--- src/rtl/spi_cmd_pkg.sv ---
// Shared definitions for the SPI command engine.
//   - opcode byte values for the frame protocol
//   - command FSM state type
//   - status byte bit positions and a helper that packs the status byte
package spi_cmd_pkg;

  localparam logic [7:0] OP_WRITE  = 8'h01;
  localparam logic [7:0] OP_READ   = 8'h02;
  localparam logic [7:0] OP_STATUS = 8'h03;

  localparam int unsigned ST_BUSY = 0;
  localparam int unsigned ST_ERR  = 1;
  localparam int unsigned ST_OVR  = 2;

  typedef enum logic [2:0] {
    S_IDLE,
    S_ADDR,
    S_WDATA,
    S_BUS_WAIT,
    S_RPOLL,
    S_RDATA,
    S_STAT,
    S_DRAIN
  } state_t;

  function automatic logic [7:0] status_byte(input logic busy, input logic err, input logic ovr);
    logic [7:0] s;
    s          = '0;
    s[ST_BUSY] = busy;
    s[ST_ERR]  = err;
    s[ST_OVR]  = ovr;
    return s;
  endfunction

endpackage

--- src/rtl/spi_cmd_sync.sv ---
// Two-flop synchroniser for the raw SPI slave-select plus rising-edge detect.
// Ports:
//   ext_clk  - system clock
//   rst_n    - asynchronous active-low reset (flops reset to the idle/high level)
//   ss       - raw slave-select, high = frame idle
//   ss_sync  - synchronised slave-select
//   ss_rise  - one-cycle pulse on a 0->1 transition of ss_sync
module spi_cmd_sync (
  input  logic ext_clk,
  input  logic rst_n,
  input  logic ss,
  output logic ss_sync,
  output logic ss_rise
);

  logic meta_q;
  logic sync_q;
  logic sync_d;

  always_ff @(posedge ext_clk or negedge rst_n) begin
    if (!rst_n) begin
      meta_q <= 1'b1;
      sync_q <= 1'b1;
      sync_d <= 1'b1;
    end else begin
      meta_q <= ss;
      sync_q <= meta_q;
      sync_d <= sync_q;
    end
  end

  assign ss_sync = sync_q;
  assign ss_rise = sync_q & ~sync_d;

endmodule

--- src/rtl/spi_cmd_engine.sv ---
// Byte-level SPI command decoder and 32-bit register-bus master.
// Parses opcode/address/data frames arriving on recv_data/recv_ready and
// issues one bus transaction per command; supplies the next MISO byte on
// send_data, loaded only on send_ready cycles.
// Ports:
//   ext_clk, rst_n           - clock, asynchronous active-low reset
//   ss                       - raw slave-select (high = idle), synchronised here
//   recv_data, recv_ready    - received byte and its one-cycle strobe
//   send_ready, send_data    - MISO load strobe and next MISO byte
//   bus_req/we/addr/wdata    - bus request, held until bus_ack
//   bus_rdata, bus_ack       - read data and one-cycle completion strobe
//   err                      - sticky bad-opcode flag (status bit1)
module spi_cmd_engine #(
  parameter int unsigned ADDR_BYTES  = 4,
  parameter logic [7:0]  READY_TOKEN = 8'hA5,
  parameter logic [7:0]  BUSY_TOKEN  = 8'h00
) (
  input  logic                    ext_clk,
  input  logic                    rst_n,
  input  logic                    ss,
  input  logic [7:0]              recv_data,
  input  logic                    recv_ready,
  input  logic                    send_ready,
  output logic [7:0]              send_data,
  output logic                    bus_req,
  output logic                    bus_we,
  output logic [8*ADDR_BYTES-1:0] bus_addr,
  output logic [31:0]             bus_wdata,
  input  logic [31:0]             bus_rdata,
  input  logic                    bus_ack,
  output logic                    err
);

  import spi_cmd_pkg::*;

  localparam int unsigned AW = 8 * ADDR_BYTES;
  localparam logic [2:0]  ADDR_LAST = 3'(ADDR_BYTES - 1);

  logic ss_sync;
  logic ss_rise;

  spi_cmd_sync u_sync (
    .ext_clk (ext_clk),
    .rst_n   (rst_n),
    .ss      (ss),
    .ss_sync (ss_sync),
    .ss_rise (ss_rise)
  );

  state_t          state,    nxt_state;
  logic            is_read,  nxt_is_read;
  logic [2:0]      idx,      nxt_idx;
  logic [AW-1:0]   addr_sr,  nxt_addr_sr;
  logic [31:0]     wdata_sr, nxt_wdata_sr;
  logic [31:0]     rdata_q,  nxt_rdata;
  // req_own: the outstanding request belongs to the current frame.
  // req_pend: command complete but waiting for a stale request to be acked.
  logic            req_own,  nxt_req_own;
  logic            req_pend, nxt_req_pend;
  logic            nxt_bus_req;
  logic            nxt_bus_we;
  logic [AW-1:0]   nxt_bus_addr;
  logic [31:0]     nxt_bus_wdata;
  logic            err_q,    nxt_err;
  logic            ovr_q,    nxt_ovr;
  logic            cmd_done;
  logic            bus_free;
  logic [7:0]      resp;

  always_ff @(posedge ext_clk or negedge rst_n) begin
    if (!rst_n) begin
      state     <= S_IDLE;
      is_read   <= 1'b0;
      idx       <= '0;
      addr_sr   <= '0;
      wdata_sr  <= '0;
      rdata_q   <= '0;
      req_own   <= 1'b0;
      req_pend  <= 1'b0;
      bus_req   <= 1'b0;
      bus_we    <= 1'b0;
      bus_addr  <= '0;
      bus_wdata <= '0;
      err_q     <= 1'b0;
      ovr_q     <= 1'b0;
      send_data <= BUSY_TOKEN;
    end else begin
      state     <= nxt_state;
      is_read   <= nxt_is_read;
      idx       <= nxt_idx;
      addr_sr   <= nxt_addr_sr;
      wdata_sr  <= nxt_wdata_sr;
      rdata_q   <= nxt_rdata;
      req_own   <= nxt_req_own;
      req_pend  <= nxt_req_pend;
      bus_req   <= nxt_bus_req;
      bus_we    <= nxt_bus_we;
      bus_addr  <= nxt_bus_addr;
      bus_wdata <= nxt_bus_wdata;
      err_q     <= nxt_err;
      ovr_q     <= nxt_ovr;
      if (ss_sync) begin
        send_data <= BUSY_TOKEN;
      end else if (send_ready) begin
        send_data <= resp;
      end
    end
  end

  // Ack is resolved first so that a byte arriving in the same cycle is
  // interpreted against the post-ack state.
  always_comb begin
    nxt_state     = state;
    nxt_is_read   = is_read;
    nxt_idx       = idx;
    nxt_addr_sr   = addr_sr;
    nxt_wdata_sr  = wdata_sr;
    nxt_rdata     = rdata_q;
    nxt_req_own   = req_own;
    nxt_req_pend  = req_pend;
    nxt_bus_req   = bus_req;
    nxt_bus_we    = bus_we;
    nxt_bus_addr  = bus_addr;
    nxt_bus_wdata = bus_wdata;
    nxt_err       = err_q;
    nxt_ovr       = ovr_q;
    cmd_done      = 1'b0;
    bus_free      = !bus_req || bus_ack;

    if (bus_ack) begin
      nxt_bus_req = 1'b0;
    end

    if (ss_rise) begin
      // Frame end: drop partial command; an outstanding request completes on
      // its own and its read data is discarded.
      nxt_state    = S_IDLE;
      nxt_idx      = '0;
      nxt_req_own  = 1'b0;
      nxt_req_pend = 1'b0;
    end else begin
      if (bus_ack && req_own) begin
        nxt_req_own = 1'b0;
        if (is_read) begin
          nxt_rdata = bus_rdata;
          nxt_state = S_RPOLL;
        end else begin
          nxt_state = S_DRAIN;
        end
      end

      if (recv_ready && !ss_sync) begin
        case (nxt_state)
          S_IDLE: begin
            nxt_idx = '0;
            case (recv_data)
              OP_WRITE: begin
                nxt_is_read = 1'b0;
                nxt_state   = S_ADDR;
              end
              OP_READ: begin
                nxt_is_read = 1'b1;
                nxt_state   = S_ADDR;
              end
              OP_STATUS: nxt_state = S_STAT;
              default: begin
                nxt_err   = 1'b1;
                nxt_state = S_DRAIN;
              end
            endcase
          end
          S_ADDR: begin
            nxt_addr_sr = AW'({addr_sr, recv_data});
            if (idx == ADDR_LAST) begin
              nxt_idx = '0;
              if (is_read) begin
                cmd_done  = 1'b1;
                nxt_state = S_BUS_WAIT;
              end else begin
                nxt_state = S_WDATA;
              end
            end else if (idx != 3'd7) begin
              nxt_idx = idx + 3'd1;
            end
          end
          S_WDATA: begin
            nxt_wdata_sr = {wdata_sr[23:0], recv_data};
            if (idx == 3'd3) begin
              nxt_idx   = '0;
              cmd_done  = 1'b1;
              nxt_state = S_BUS_WAIT;
            end else begin
              nxt_idx = idx + 3'd1;
            end
          end
          S_BUS_WAIT: begin
            if (!is_read) begin
              nxt_ovr = 1'b1;
            end
          end
          S_RPOLL: begin
            // Only the byte exchanged while READY_TOKEN was on MISO starts
            // the data phase; earlier polls saw BUSY_TOKEN.
            if (send_data == READY_TOKEN) begin
              nxt_idx   = '0;
              nxt_state = S_RDATA;
            end
          end
          S_RDATA: begin
            if (idx == 3'd3) begin
              nxt_state = S_DRAIN;
            end else begin
              nxt_idx = idx + 3'd1;
            end
          end
          S_STAT: begin
            nxt_err   = 1'b0;
            nxt_ovr   = 1'b0;
            nxt_state = S_DRAIN;
          end
          default: ;
        endcase
      end

      if ((cmd_done || req_pend) && bus_free) begin
        nxt_bus_req  = 1'b1;
        nxt_req_own  = 1'b1;
        nxt_req_pend = 1'b0;
        nxt_bus_we   = !nxt_is_read;
        nxt_bus_addr = nxt_addr_sr;
        if (!nxt_is_read) begin
          nxt_bus_wdata = nxt_wdata_sr;
        end
      end else if (cmd_done) begin
        nxt_req_pend = 1'b1;
      end
    end
  end

  // Response for the next MISO slot, based on the state after this cycle.
  // RPOLL is only entered once read data has been latched.
  always_comb begin
    resp = BUSY_TOKEN;
    case (nxt_state)
      S_RPOLL: resp = READY_TOKEN;
      S_RDATA: begin
        case (nxt_idx[1:0])
          2'd0:    resp = nxt_rdata[31:24];
          2'd1:    resp = nxt_rdata[23:16];
          2'd2:    resp = nxt_rdata[15:8];
          default: resp = nxt_rdata[7:0];
        endcase
      end
      S_STAT:  resp = status_byte(nxt_bus_req, nxt_err, nxt_ovr);
      default: resp = BUSY_TOKEN;
    endcase
  end

  assign err = err_q;

endmodule

--- config.mk ---
export PLATFORM = sky130hd
export DESIGN_NAME = spi_cmd_engine
export DESIGN_NICKNAME = d
export VERILOG_FILES = /design/src/rtl/spi_cmd_pkg.sv /design/src/rtl/spi_cmd_sync.sv /design/src/rtl/spi_cmd_engine.sv
export SDC_FILE = /design/constraint.sdc
export NUM_CORES = 1
export LEC_CHECK = 0
export BUFFER_PORTS_ARGS = -buffer_cell sky130_fd_sc_hd__buf_2
export CAP_MARGIN = 40
export CORE_AREA = 2 2 231 119
export CTS_CLUSTER_DIAMETER = 30
export CTS_CLUSTER_SIZE = 24
export DETAILED_ROUTE_END_ITERATION = 8
export DIE_AREA = 0 0 233 121
export GPL_ROUTABILITY_DRIVEN = 0
export GPL_TIMING_DRIVEN = 0
export SYNTH_ARGS = -nofsm -noshare
export SYNTH_HDL_FRONTEND = slang
export SYNTH_SLANG_ARGS = --single-unit
--- constraint.sdc ---
create_clock -name ext_clk -period 5.34 [get_ports ext_clk]
set_input_delay 0.267 -clock ext_clk [delete_from_list [all_inputs] [get_ports ext_clk]]
set_output_delay 0.267 -clock ext_clk [all_outputs]
set_load 0.02 [all_outputs]
# After elaboration in Yosys (flattened, before gate mapping)
# Index checks and enable logic that the tools add are counted.
[op_classes]
addsub = 1
n_mul = 0
n_div = 0
n_lt_le_gt_ge = 0
eq_ne = 20
n_shift = 0
muxes = 58
bitwise = 4
reduce_logical = 20
[op_table]
columns = ["operator", "count"]
rows = [
  ["32-bit two-way mux", 7],
  ["8-bit case mux with 3 select lines", 2],
  ["3-bit two-way mux", 15],
  ["1-bit two-way mux", 24],
  ["3-bit == test, second input constant", 6],
  ["3-bit case mux with 6 select lines", 1],
  ["8-bit by 2-bit == test with 1-bit output, second input constant", 2],
  ["8-bit two-way mux", 2],
  ["3-bit case mux with 5 select lines", 1],
  ["3-bit by 2-bit == test with 1-bit output, second input constant", 3],
  ["3-bit != test, second input constant", 3],
  ["8-bit by 1-bit == test with 1-bit output, second input constant", 1],
  ["8-bit == test, second input constant", 1],
  ["1-bit case mux with 2 select lines", 4],
  ["3-bit case mux with 2 select lines", 1],
  ["3-bit nonzero test", 2],
  ["6-bit nonzero test", 1],
  ["5-bit AND reduction", 1],
  ["4-bit != test, second input constant", 1],
  ["2-bit nonzero test", 2],
  ["3-bit by 1-bit adder with 3-bit output, second input constant", 1],
  ["3-bit by 1-bit == test with 1-bit output, second input constant", 1],
  ["1-bit logical AND", 3],
  ["1-bit logical NOT", 3],
  ["other kinds (12)", 15],
]
[totals]
register_bits = 184
latch_bits = 0
ramBits = 0
rom_bits = 0
inputBits = 46
out_inout_bits = 75
elab_cells = 122
memories = 0

# Depth between registers and ports, before layout
# Gate-level depths: netlist of the first run.
[logic_depth]
depth_word = 14
depth_mapped = 12
ltp_nobuf = 11

# By module
# Synthesis of the first run repeated with hierarchy kept, for this count alone.
[unflattened]
hier_cells = 690
area_unflattened_um2 = 8289.2
[modules_own_cells]
columns = ["module", "instances", "cells_per_inst", "area_each_um2", "seq_area_each_um2"]
rows = [
  ["spi_cmd_engine", 1, 686, 8196.6, 4529.3],
  ["spi_cmd_sync", 1, 4, 92.6, 78.8],
]

# Worst setup path after synthesis of the first run
# OpenSTA, ideal clock, no wires.
[synth_path]
path_type = "reg-to-reg"
startpoint = "reg idx[0]"
endpoint = "reg send_data[5]"
setup_ns = 0.122
arrival_time_ns = 2.730
t_required_ns = 5.218
slack_ns = 2.488
stages_incl_launch_ff = 13
n_path_buf = 1
period_less_slack_ns = 2.852
cell_sequence = "dfrtp_1 ha_1 nor2b_1 inv_1 ha_1 or3_4 a311oi_2 o211ai_1 a31o_1 buf_6 mux2i_1 nand3_1 a32o_1"
[synth_via]
elab_chain_cells = 11
elab_cells_between_ends = 27
cone_classes = "add/sub: 1; eq/ne: 7; mux: 18; reduce/logical: 1"
[synth_lines]
columns = ["item", "line", "source"]
rows = [
  ["start, declared", "spi_cmd_engine.sv:52", "logic [2:0] idx, nxt_idx;"],
  ["start signal, assigned", "spi_cmd_engine.sv:90", "idx <= nxt_idx;"],
  ["3-bit by 1-bit adder with 3-bit output or 3-bit != test (tied branches)", "--", ""],
  ["3-bit two-way mux", "spi_cmd_engine.sv:182", "end else if (idx != 3'd7) begin"],
  ["3-bit two-way mux", "spi_cmd_engine.sv:174", "if (idx == ADDR_LAST) begin"],
  ["3-bit case mux with 5 select lines", "spi_cmd_engine.sv:153", "case (nxt_state)"],
  ["3-bit two-way mux *", "spi_cmd_engine.sv:152", "if (recv_ready && !ss_sync) begin"],
  ["3-bit two-way mux *", "spi_cmd_engine.sv:134", "if (ss_rise) begin"],
  ["via nxt_idx[0]", "spi_cmd_engine.sv:52", ""],
  ["2-bit == test (tied with other cells)", "spi_cmd_engine.sv:247", "case (nxt_idx[1:0])"],
  ["8-bit case mux with 3 select lines *", "spi_cmd_engine.sv:247", ""],
  ["8-bit case mux with 3 select lines *", "spi_cmd_engine.sv:244", "case (nxt_state)"],
  ["8-bit two-way mux *", "spi_cmd_engine.sv:104", "end else if (send_ready) begin"],
  ["8-bit two-way mux *", "spi_cmd_engine.sv:102", "if (ss_sync) begin"],
  ["end signal, assigned", "spi_cmd_engine.sv:105", "send_data <= resp;"],
  ["end, declared", "spi_cmd_engine.sv:24", "output logic [7:0] send_data,"],
]
# The timed path passes the listed nets; every way through them passes the cells marked *. The select of a mux whose other input is x is not followed.
# A chain may end at the register's enable or synchronous reset.

# Worst setup path after layout of the first run
[layout_path]
startpoint = "reg idx[0]"
endpoint = "reg send_data[7]"
# Same word-level chain as after synthesis.

==> metrics.json, run 1 <==
{
  "run_status": {
    "status": "completed"
  },
  "worst_setup_path": {
    "worst_setup_path_start_kind": "register",
    "cp_data_required_time_ns": 5.66,
    "cp_max_fo": 10,
    "cp.arrival_ns": 3.77,
    "nature_of_the_critical_path_endpoint": "register",
    "path_class": "reg2reg"
  },
  "timing": {
    "min_period_over_period_pct": 64.7,
    "timing_worst_slew_pin_value_ns": 0.765,
    "max_slew_margin_pct": 48.5,
    "rsz0062_at_grt": "false",
    "setup_violations": 0,
    "finalWorstPathRequiredPeriod_ns": 3.45,
    "hold_ws_ns": 0.0866,
    "finalHoldViolCount": 0,
    "worst_clock_skew_ns": 0.0143,
    "maxClockFrequency_mhz": 290,
    "setup-tns-final_ns": 0,
    "layout_setup_ws_ns": 1.89,
    "final-max-slew-violation-count": 0
  },
  "synth": {
    "ys.warnings.count": 0,
    "yosys_most_used_dff": "sky130_fd_sc_hd__dfrtp_1",
    "synthesis.area_um2": 7730,
    "synth-seq-area-share_pct": 59.6,
    "syn_inst": 523,
    "synth-async-reset-ratio_pct": 100,
    "synthesized_flop_and_latch_total": 184,
    "postSynthAreaPerCell_um2": 14.8,
    "syn-num-nets": 571,
    "number_of_enable_flip_flop_cells_after_synthesis": 0,
    "synth_cell_types": 58
  },
  "global_route": {
    "grt_antenna_before_repair": 1,
    "global_route_wire_length_before_repair_um": 27800,
    "globalRouteOverflowTotal": 0,
    "grt_start_max_net_pins": 99,
    "vias_in_the_first_global_route": 4906,
    "globalRouteTotalUtil_pct": 13.0
  },
  "clock_tree": {
    "cts.repair_timing.setup_buffer_count": 0,
    "cts-root-buf": "sky130_fd_sc_hd__clkbuf_16",
    "tritoncts_clock_tree": "built",
    "cts_sinks": 184,
    "ctsResizeCount": 0,
    "clock_tree.buffer_depth": 2,
    "clk_pin_slew_ns": 0.07,
    "number_of_buffers_inserted_during_clock_tree_synthesis": 17,
    "cts-htree-levels": 4,
    "cts_hold_buf": 2,
    "clk_latency_ns": 0.43
  },
  "layout": {
    "n_fill_cell": 2513,
    "number_of_nets_at_the_end_of_the_flow": 713,
    "num_antenna_cells": 0,
    "drive_above_1_share_pct": 51.2,
    "multi_input_area_um2": 2950,
    "area.growth.synth_to_final_pct": 22.3,
    "area.sequential_um2": 4610
  },
  "worst_hold_path": {
    "min-delay-path-class": "in2reg"
  },
  "route": {
    "total_number_of_vias": 4644,
    "via_per_inst": 4.51,
    "drt_pass1_iterations": 5,
    "drt.antenna.violating_nets": 0,
    "initialDrtViolationCount": 211,
    "drt-wirelength-per-cell_um": 16.8,
    "postRouteWirelength_um": 17300,
    "drc": 0
  },
  "placement": {
    "post-dp-hpwl_um": 12700,
    "detailedPlace.worstSlack_ns": 1.97,
    "portBuffers": 120
  },
  "job": {
    "max_cap_violations": 0
  },
  "floorplan": {
    "starting_density_pct": 29.6,
    "io_pins": 121,
    "die_height_um": 121,
    "fp.dieW_um": 233,
    "design.die.area_um2": 28200,
    "rows": 42,
    "floorplan.core_area_um2": 26100
  },
  "power_and_ir_drop": {
    "vdd_ir_drop_max_mv": 0.199,
    "post-layout-total-power_uw": 3770,
    "power_density_nw_per_um2": 399,
    "total_leakage_power_uw": 0.00485
  }
}
==> report_power, final <==
part	total [µW]	switching, µW	internal [µW]
Combinational	697	357	339
Clock	1310	623	682
Sequential	1770	119	1650
Total	3770	1100	2670
==> synthesized netlist by cell type (3+ instances only) <==
cell type / number / area share, %
sky130_fd_sc_hd__and3_1: 3 / 0.24
sky130_fd_sc_hd__buf_6: 5 / 0.73
sky130_fd_sc_hd__mux2_4: 29 / 5.6
sky130_fd_sc_hd__o21ai_0: 4 / 0.26
sky130_fd_sc_hd__clkbuf_1: 3 / 0.15
sky130_fd_sc_hd__nand2b_1: 9 / 0.73
sky130_fd_sc_hd__nand2_1: 17 / 0.83
sky130_fd_sc_hd__a22oi_1: 3 / 0.29
sky130_fd_sc_hd__buf_2: 10 / 0.65
sky130_fd_sc_hd__buf_1: 6 / 0.29
sky130_fd_sc_hd__o211ai_1: 6 / 0.58
sky130_fd_sc_hd__o221ai_1: 3 / 0.34
sky130_fd_sc_hd__nor3_1: 4 / 0.26
sky130_fd_sc_hd__a31oi_1: 5 / 0.40
sky130_fd_sc_hd__a21oi_1: 5 / 0.32
sky130_fd_sc_hd__nor2b_1: 3 / 0.24
sky130_fd_sc_hd__mux2_2: 135 / 20
sky130_fd_sc_hd__dfrtp_1: 181 / 59
sky130_fd_sc_hd__mux2i_1: 14 / 1.8
sky130_fd_sc_hd__dfstp_2: 3 / 1.0
sky130_fd_sc_hd__a22o_1: 3 / 0.34
sky130_fd_sc_hd__nand3_1: 7 / 0.45
sky130_fd_sc_hd__nor2_1: 13 / 0.63
sky130_fd_sc_hd__inv_1: 9 / 0.44
==> final timing paths <==
path	startpoint	endpoint	slack, ns	depth (start not counted)
hold reg to reg	u_sync.meta_q$_DFF_PN1_	u_sync.ss_sync$_DFF_PN1_	0.37	0
setup / recovery	idx[0]$_DFF_PN0_	send_data[7]$_DFFE_PN0P_	1.89	12
setup reg to reg	idx[0]$_DFF_PN0_	send_data[7]$_DFFE_PN0P_	1.89	12
hold / removal	bus_rdata[4]	rdata_q[4]$_DFF_PN0_	0.09	2
max in group asynchronous	rst_n	wdata_sr[11]$_DFFE_PN0N_	4.01	3
min in group asynchronous	rst_n	rdata_q[0]$_DFF_PN0_	0.42	2
==> worst max-delay path, stage by stage, from the launching register on <==
cell	delay, ns
sky130_fd_sc_hd__dfrtp_1	0.46
sky130_fd_sc_hd__ha_1	0.34
sky130_fd_sc_hd__nor2b_1	0.36
sky130_fd_sc_hd__inv_1	0.14
sky130_fd_sc_hd__ha_1	0.21
sky130_fd_sc_hd__or3_4	0.34
sky130_fd_sc_hd__a311oi_2	0.31
sky130_fd_sc_hd__o211ai_1	0.16
sky130_fd_sc_hd__a31o_1	0.32
sky130_fd_sc_hd__buf_6	0.19
sky130_fd_sc_hd__mux2i_1	0.17
sky130_fd_sc_hd__nand3_1	0.10
sky130_fd_sc_hd__a32o_1	0.25
==> placed cells by master, fill, tap and decap left out, types with 3 or more instances in the layout <==
master and n:
sky130_fd_sc_hd__a22o_1 3, sky130_fd_sc_hd__dfstp_2 3, sky130_fd_sc_hd__buf_1 6, sky130_fd_sc_hd__nand2_1 17, sky130_fd_sc_hd__clkinv_8 4, sky130_fd_sc_hd__inv_8 4
sky130_fd_sc_hd__buf_2 129, sky130_fd_sc_hd__nand2b_1 9, sky130_fd_sc_hd__mux2_4 29, sky130_fd_sc_hd__nor2_1 13, sky130_fd_sc_hd__nor3_1 4, sky130_fd_sc_hd__dfrtp_1 181
sky130_fd_sc_hd__buf_6 5, sky130_fd_sc_hd__o211ai_1 6, sky130_fd_sc_hd__nand3_1 7, sky130_fd_sc_hd__mux2_2 135, sky130_fd_sc_hd__and3_1 3, sky130_fd_sc_hd__a22oi_1 3
sky130_fd_sc_hd__o21ai_0 4, sky130_fd_sc_hd__inv_1 9, sky130_fd_sc_hd__mux2i_1 14, sky130_fd_sc_hd__nor2b_1 3, sky130_fd_sc_hd__a31oi_1 5, sky130_fd_sc_hd__a21oi_1 5
sky130_fd_sc_hd__clkbuf_16 17, sky130_fd_sc_hd__clkbuf_1 3, sky130_fd_sc_hd__o221ai_1 3
==> flip-flops by register name (all words and copies together) (netlist names) <==
name	cells
addr_sr	32
bus_addr	32
bus_req	1
bus_wdata	32
bus_we	1
err	1
idx	3
is_read	1
ovr_q	1
rdata_q	32
req_own	1
req_pend	1
send_data	8
state	3
u_sync.meta_q	1
u_sync.ss_sync	1
u_sync.sync_d	1
wdata_sr	32
==> layout make-up <==
type | instances | area share (%)
Tap cell | 352 | 4.66
Timing Repair Buffer | 123 | 6.96
Inverter | 9 | 0.357
Buffer | 24 | 1.48
Clock buffer | 17 | 4.50
Sequential cell | 184 | 48.7
Clock inverter | 15 | 2.10
Multi-Input combinational cell | 306 | 31.2
==> cells by family (layout without fill, tap and decap cells) <==
kind of cell | after synthesis | in the layout | synth area share [%]
DFF | 184 | 184 | 59.6
muxes | 178 | 178 | 27.1
and+or+nand+nor | 75 | 75 | 5.63
AOI/OAI and AO/OA | 50 | 50 | 4.95
buffers and inverters | 33 | 188 | 2.25
adders and majority gates | 2 | 2 | 0.324
xor gates and xnor gates | 1 | 1 | 0.113
==> through the flow <==
stage / utilization, % / cells / area [µm²]
after global placement: 33.6 / 995 / 8770
after floorplan: - / 523 / 7730
after CTS: 36.2 / 1030 / 9450
after global routing: 36.2 / 1030 / 9450
after detailed placement: 33.7 / 996 / 8810
final: 36.2 / 1030 / 9450
==> metal layers <==
layer	up-vias	GRT usage [%]	routed length [µm]
met5	-	0	13
met4	2	3.30	135
met1	2386	17.0	7760
met3	10	3.17	502
li1	2177	-	-
met2	69	21.7	8860
(Power assumes the default switching activity.)
==> run 2: changes to the inputs <==
clock period = 3.24 ns   (was 5.34 ns; I/O delays follow)
==> run 2 against run 1 <==
  * Clock power is 64% higher
  * Clock-buffer cell count stayed put
  * Wire length is 1.7% higher
  * Hold slack worse by 0.053 ns
  * Global-route usage is 0.21 points higher
  * Core utilization is 1.3 points higher
  * Die area stayed put
  * Register-to-register slack worse by 1.7 ns
  * Critical endpoint unchanged
==> metrics.json, run 2 (synthesis results as in run 1) <==
{
  "run_status": {
    "status": "completed"
  },
  "worst_setup_path": {
    "path_class": "reg2reg",
    "cp_data_required_time": {"value": 3.56, "unit": "ns", "change": "-2.10 ns"},
    "crit_path_start": "idx[1]$_DFF_PN0_",
    "critical_path.cell_chain": "ha_4 > nor2b_4 > inv_1 > ha_1 > or3_4 > a311oi_2 > o211ai_1 > a31o_1 > buf_6 > mux2i_1 > nand3_1 > a32o_1",
    "crit-reg2reg-launch": "idx[1]$_DFF_PN0_",
    "worst_path_max_delay_cell": "sky130_fd_sc_hd__dfrtp_1",
    "cp_max_fo": {"value": 10, "change": "unchanged"},
    "worst_setup_path_start_kind": "register",
    "critical_path.max_stage_delay": {"value": 0.44, "unit": "ns", "change": "-0.02 ns"},
    "nature_of_the_critical_path_endpoint": "register",
    "reg2regPathDepth": {"value": 12, "change": "unchanged"},
    "cp.arrival": {"value": 3.40, "unit": "ns", "change": "-0.37 ns"}
  },
  "route": {
    "via_per_inst": {"value": 4.49, "change": "-0.33%"},
    "drt.antenna.violating_nets": {"value": 0, "change": "unchanged"},
    "total_number_of_vias": {"value": 4777, "change": "+2.9%"},
    "drc": {"value": 0, "change": "unchanged"},
    "initialDrtViolationCount": {"value": 216, "change": "+2.4%"},
    "drt_pass1_iterations": {"value": 4, "change": "-1"},
    "postRouteWirelength": {"value": 17600, "unit": "µm", "change": "+1.7%"},
    "drt-wirelength-per-cell": {"value": 16.5, "unit": "µm", "change": "-1.5%"}
  },
  "clock_tree": {
    "clk_latency": {"value": 0.43, "unit": "ns", "change": "about the same"},
    "cts-root-buf": "sky130_fd_sc_hd__clkbuf_16",
    "cts-htree-levels": {"value": 4, "change": "unchanged"},
    "clock_tree.buffer_depth": {"value": 2, "change": "unchanged"},
    "cts_sinks": {"value": 184, "change": "unchanged"},
    "number_of_buffers_inserted_during_clock_tree_synthesis": {"value": 17, "change": "unchanged"},
    "clk_pin_slew": {"value": 0.07, "unit": "ns", "change": "about the same"},
    "tritoncts_clock_tree": "built"
  },
  "placement": {
    "post-dp-hpwl": {"value": 12700, "unit": "µm", "change": "unchanged"},
    "portBuffers": {"value": 120, "change": "unchanged"},
    "dpl.cell_count": {"value": 996, "change": "unchanged"},
    "postPlaceCellArea": {"value": 8810, "unit": "µm²", "change": "unchanged"},
    "detailedPlace.worstSlack": {"value": -0.125, "unit": "ns", "change": "-2.10 ns"}
  },
  "global_route": {
    "grt_antenna_before_repair": {"value": 1, "change": "unchanged"},
    "globalRouteTotalUtil": {"value": 13.2, "unit": "%", "change": "+0.21 points"},
    "globalRouteOverflowTotal": {"value": 0, "change": "unchanged"},
    "vias_in_the_first_global_route": {"value": 5048, "change": "+2.9%"},
    "global_route_wire_length_before_repair": {"value": 28300, "unit": "µm", "change": "+1.8%"},
    "grt_start_max_net_pins": {"value": 99, "change": "unchanged"}
  },
  "timing": {
    "final-max-slew-violation-count": {"value": 0, "change": "unchanged"},
    "maxClockFrequency": {"value": 325, "unit": "MHz", "change": "+12%"},
    "finalWorstPathRequiredPeriod": {"value": 3.08, "unit": "ns", "change": "-0.377 ns"},
    "min_period_over_period": {"value": 95.0, "unit": "%", "change": "+30 points"},
    "rsz0062_at_grt": "false",
    "setup_violations": {"value": 0, "change": "unchanged"},
    "timing_worst_slew_pin_value": {"value": 0.773, "unit": "ns", "change": "+0.00738 ns"},
    "layout_setup_ws": {"value": 0.163, "unit": "ns", "change": "-1.72 ns"},
    "max_slew_margin": {"value": 48.0, "unit": "%", "change": "-0.50 points"},
    "worst_clock_skew": {"value": 0.0146, "unit": "ns", "change": "+0.000394 ns"},
    "finalHoldViolCount": {"value": 0, "change": "unchanged"}
  },
  "worst_hold_path": {
    "worstHoldPathCells": {"value": 2, "change": "unchanged"},
    "min-delay-path-class": "in2reg",
    "timing.hold.worst.start": "recv_data[2]"
  },
  "floorplan": {
    "floorplan.core_area": {"value": 26100, "unit": "µm²", "change": "unchanged"},
    "rows": {"value": 42, "change": "unchanged"},
    "fp.dieW": {"value": 233, "unit": "µm", "change": "unchanged"},
    "design.die.area": {"value": 28200, "unit": "µm²", "change": "unchanged"},
    "die_height": {"value": 121, "unit": "µm", "change": "unchanged"},
    "starting_density": {"value": 29.6, "unit": "%", "change": "unchanged"},
    "io_pins": {"value": 121, "change": "unchanged"}
  },
  "layout": {
    "num_antenna_cells": {"value": 0, "change": "unchanged"},
    "mostFrequentLayoutCells": "180 x sky130_fd_sc_hd__dfrtp_1, 135 x sky130_fd_sc_hd__mux2_2, 129 x sky130_fd_sc_hd__buf_2, 34 x sky130_fd_sc_hd__dlygate4sd3_1, 29 x sky130_fd_sc_hd__mux2_4",
    "layout_commonest_cell": "sky130_fd_sc_hd__dfrtp_1",
    "drive_above_1_share": {"value": 49.4, "unit": "%", "change": "-1.8 points"},
    "finalCoreUtilization": {"value": 37.5, "unit": "%", "change": "+1.3 points"},
    "number_of_nets_at_the_end_of_the_flow": {"value": 746, "change": "+4.6%"},
    "finish.cell_count_without_fillers": {"value": 1063, "change": "+3.2%"},
    "area.growth.synth_to_final_pct": 26.8,
    "final_cell_area": {"value": 9800, "unit": "µm²", "change": "+3.7%"}
  },
  "power_and_ir_drop": {
    "total_leakage_power": {"value": 0.00498, "unit": "µW", "change": "+2.8%"},
    "vdd_ir_drop_max": {"value": 0.328, "unit": "mV", "change": "+65%"},
    "power_density": {"value": 638, "unit": "nW/µm²", "change": "+60%"}
  },
  "job": {
    "max_cap_violations": {"value": 0, "change": "unchanged"}
  }
}
run 2: cell types whose count changed in the layout (fill, tap and decap cells not counted):
cell / change
sky130_fd_sc_hd__dlygate4sd3_1: +32
sky130_fd_sc_hd__ha_1: -1
sky130_fd_sc_hd__dfrtp_2: +1
sky130_fd_sc_hd__nor2b_1: -1
sky130_fd_sc_hd__ha_4: +1
sky130_fd_sc_hd__nor2b_4: +1
sky130_fd_sc_hd__buf_4: +1
sky130_fd_sc_hd__dfrtp_1: -1
run 2: layout make-up:
class	instances	area, µm²
buffer	24	140
clock buffer	17	425
clock inverter	15	199
fill	2484	16300
inverter	9	33.8
multi-input combinational	306	2970
sequential	184	4610
tap	352	440
timing repair buffer	156	986
run 2: worst paths after layout:
path | endpoint | slack (ns)
min in group asynchronous | rdata_q[0]$_DFF_PN0_ | 0.31
max in group asynchronous | wdata_sr[11]$_DFFE_PN0N_ | 2.02
hold / removal | addr_sr[2]$_DFFE_PN0N_ | 0.03
setup / recovery | send_data[7]$_DFFE_PN0P_ | 0.16
setup reg to reg | send_data[7]$_DFFE_PN0P_ | 0.16
hold reg to reg | u_sync.ss_sync$_DFF_PN1_ | 0.36
run 2: timing repair:
action	4_1_cts	5_1_grt
buffers inserted	0	1
gates resized for setup	2	3
hold buffers	34	0
endpoints found under the hold margin	116	0
pin swaps	0	0
setup endpoints to repair	6	8
run 2: worst max-delay path: cells and delay by family (launching register included):
family                     cells  cell delay (ns)
DFF                            1             0.44
adders and majority gates      2             0.39
AOI/OAI and AO/OA              4             1.05
buffers and inverters          2             0.28
muxes                          1             0.17
and+or+nand+nor                3             0.64
run 2: metrics by stage:
stage                     total power [µW]  TNS (ns)  hold slack, ns
after floorplan                       3730         0          -0.134
after global placement                4070   -162.93           0.289
after detailed placement              4120    -0.366           0.215
after CTS                             6330         0         0.00917
after global routing                  6630         0         0.00250
final                                 6260         0          0.0338
run 2: routing by layer:
layer | wire length [µm] | up-vias | GRT usage (%)
li1 | - | 2243 | -
met1 | 7810 | 2446 | 17.0
met2 | 9070 | 76 | 22.4
met3 | 538 | 10 | 3.17
met4 | 136 | 2 | 3.34
met5 | 13 | - | 0
run 2: power breakdown:
part | total [µW] | switching [µW] | leakage [µW] | internal, µW
registers | 2910 | 198 | 0.00248 | 2720
logic | 1200 | 599 | 0.00220 | 598
clock network | 2150 | 1020 | 0.000300 | 1120
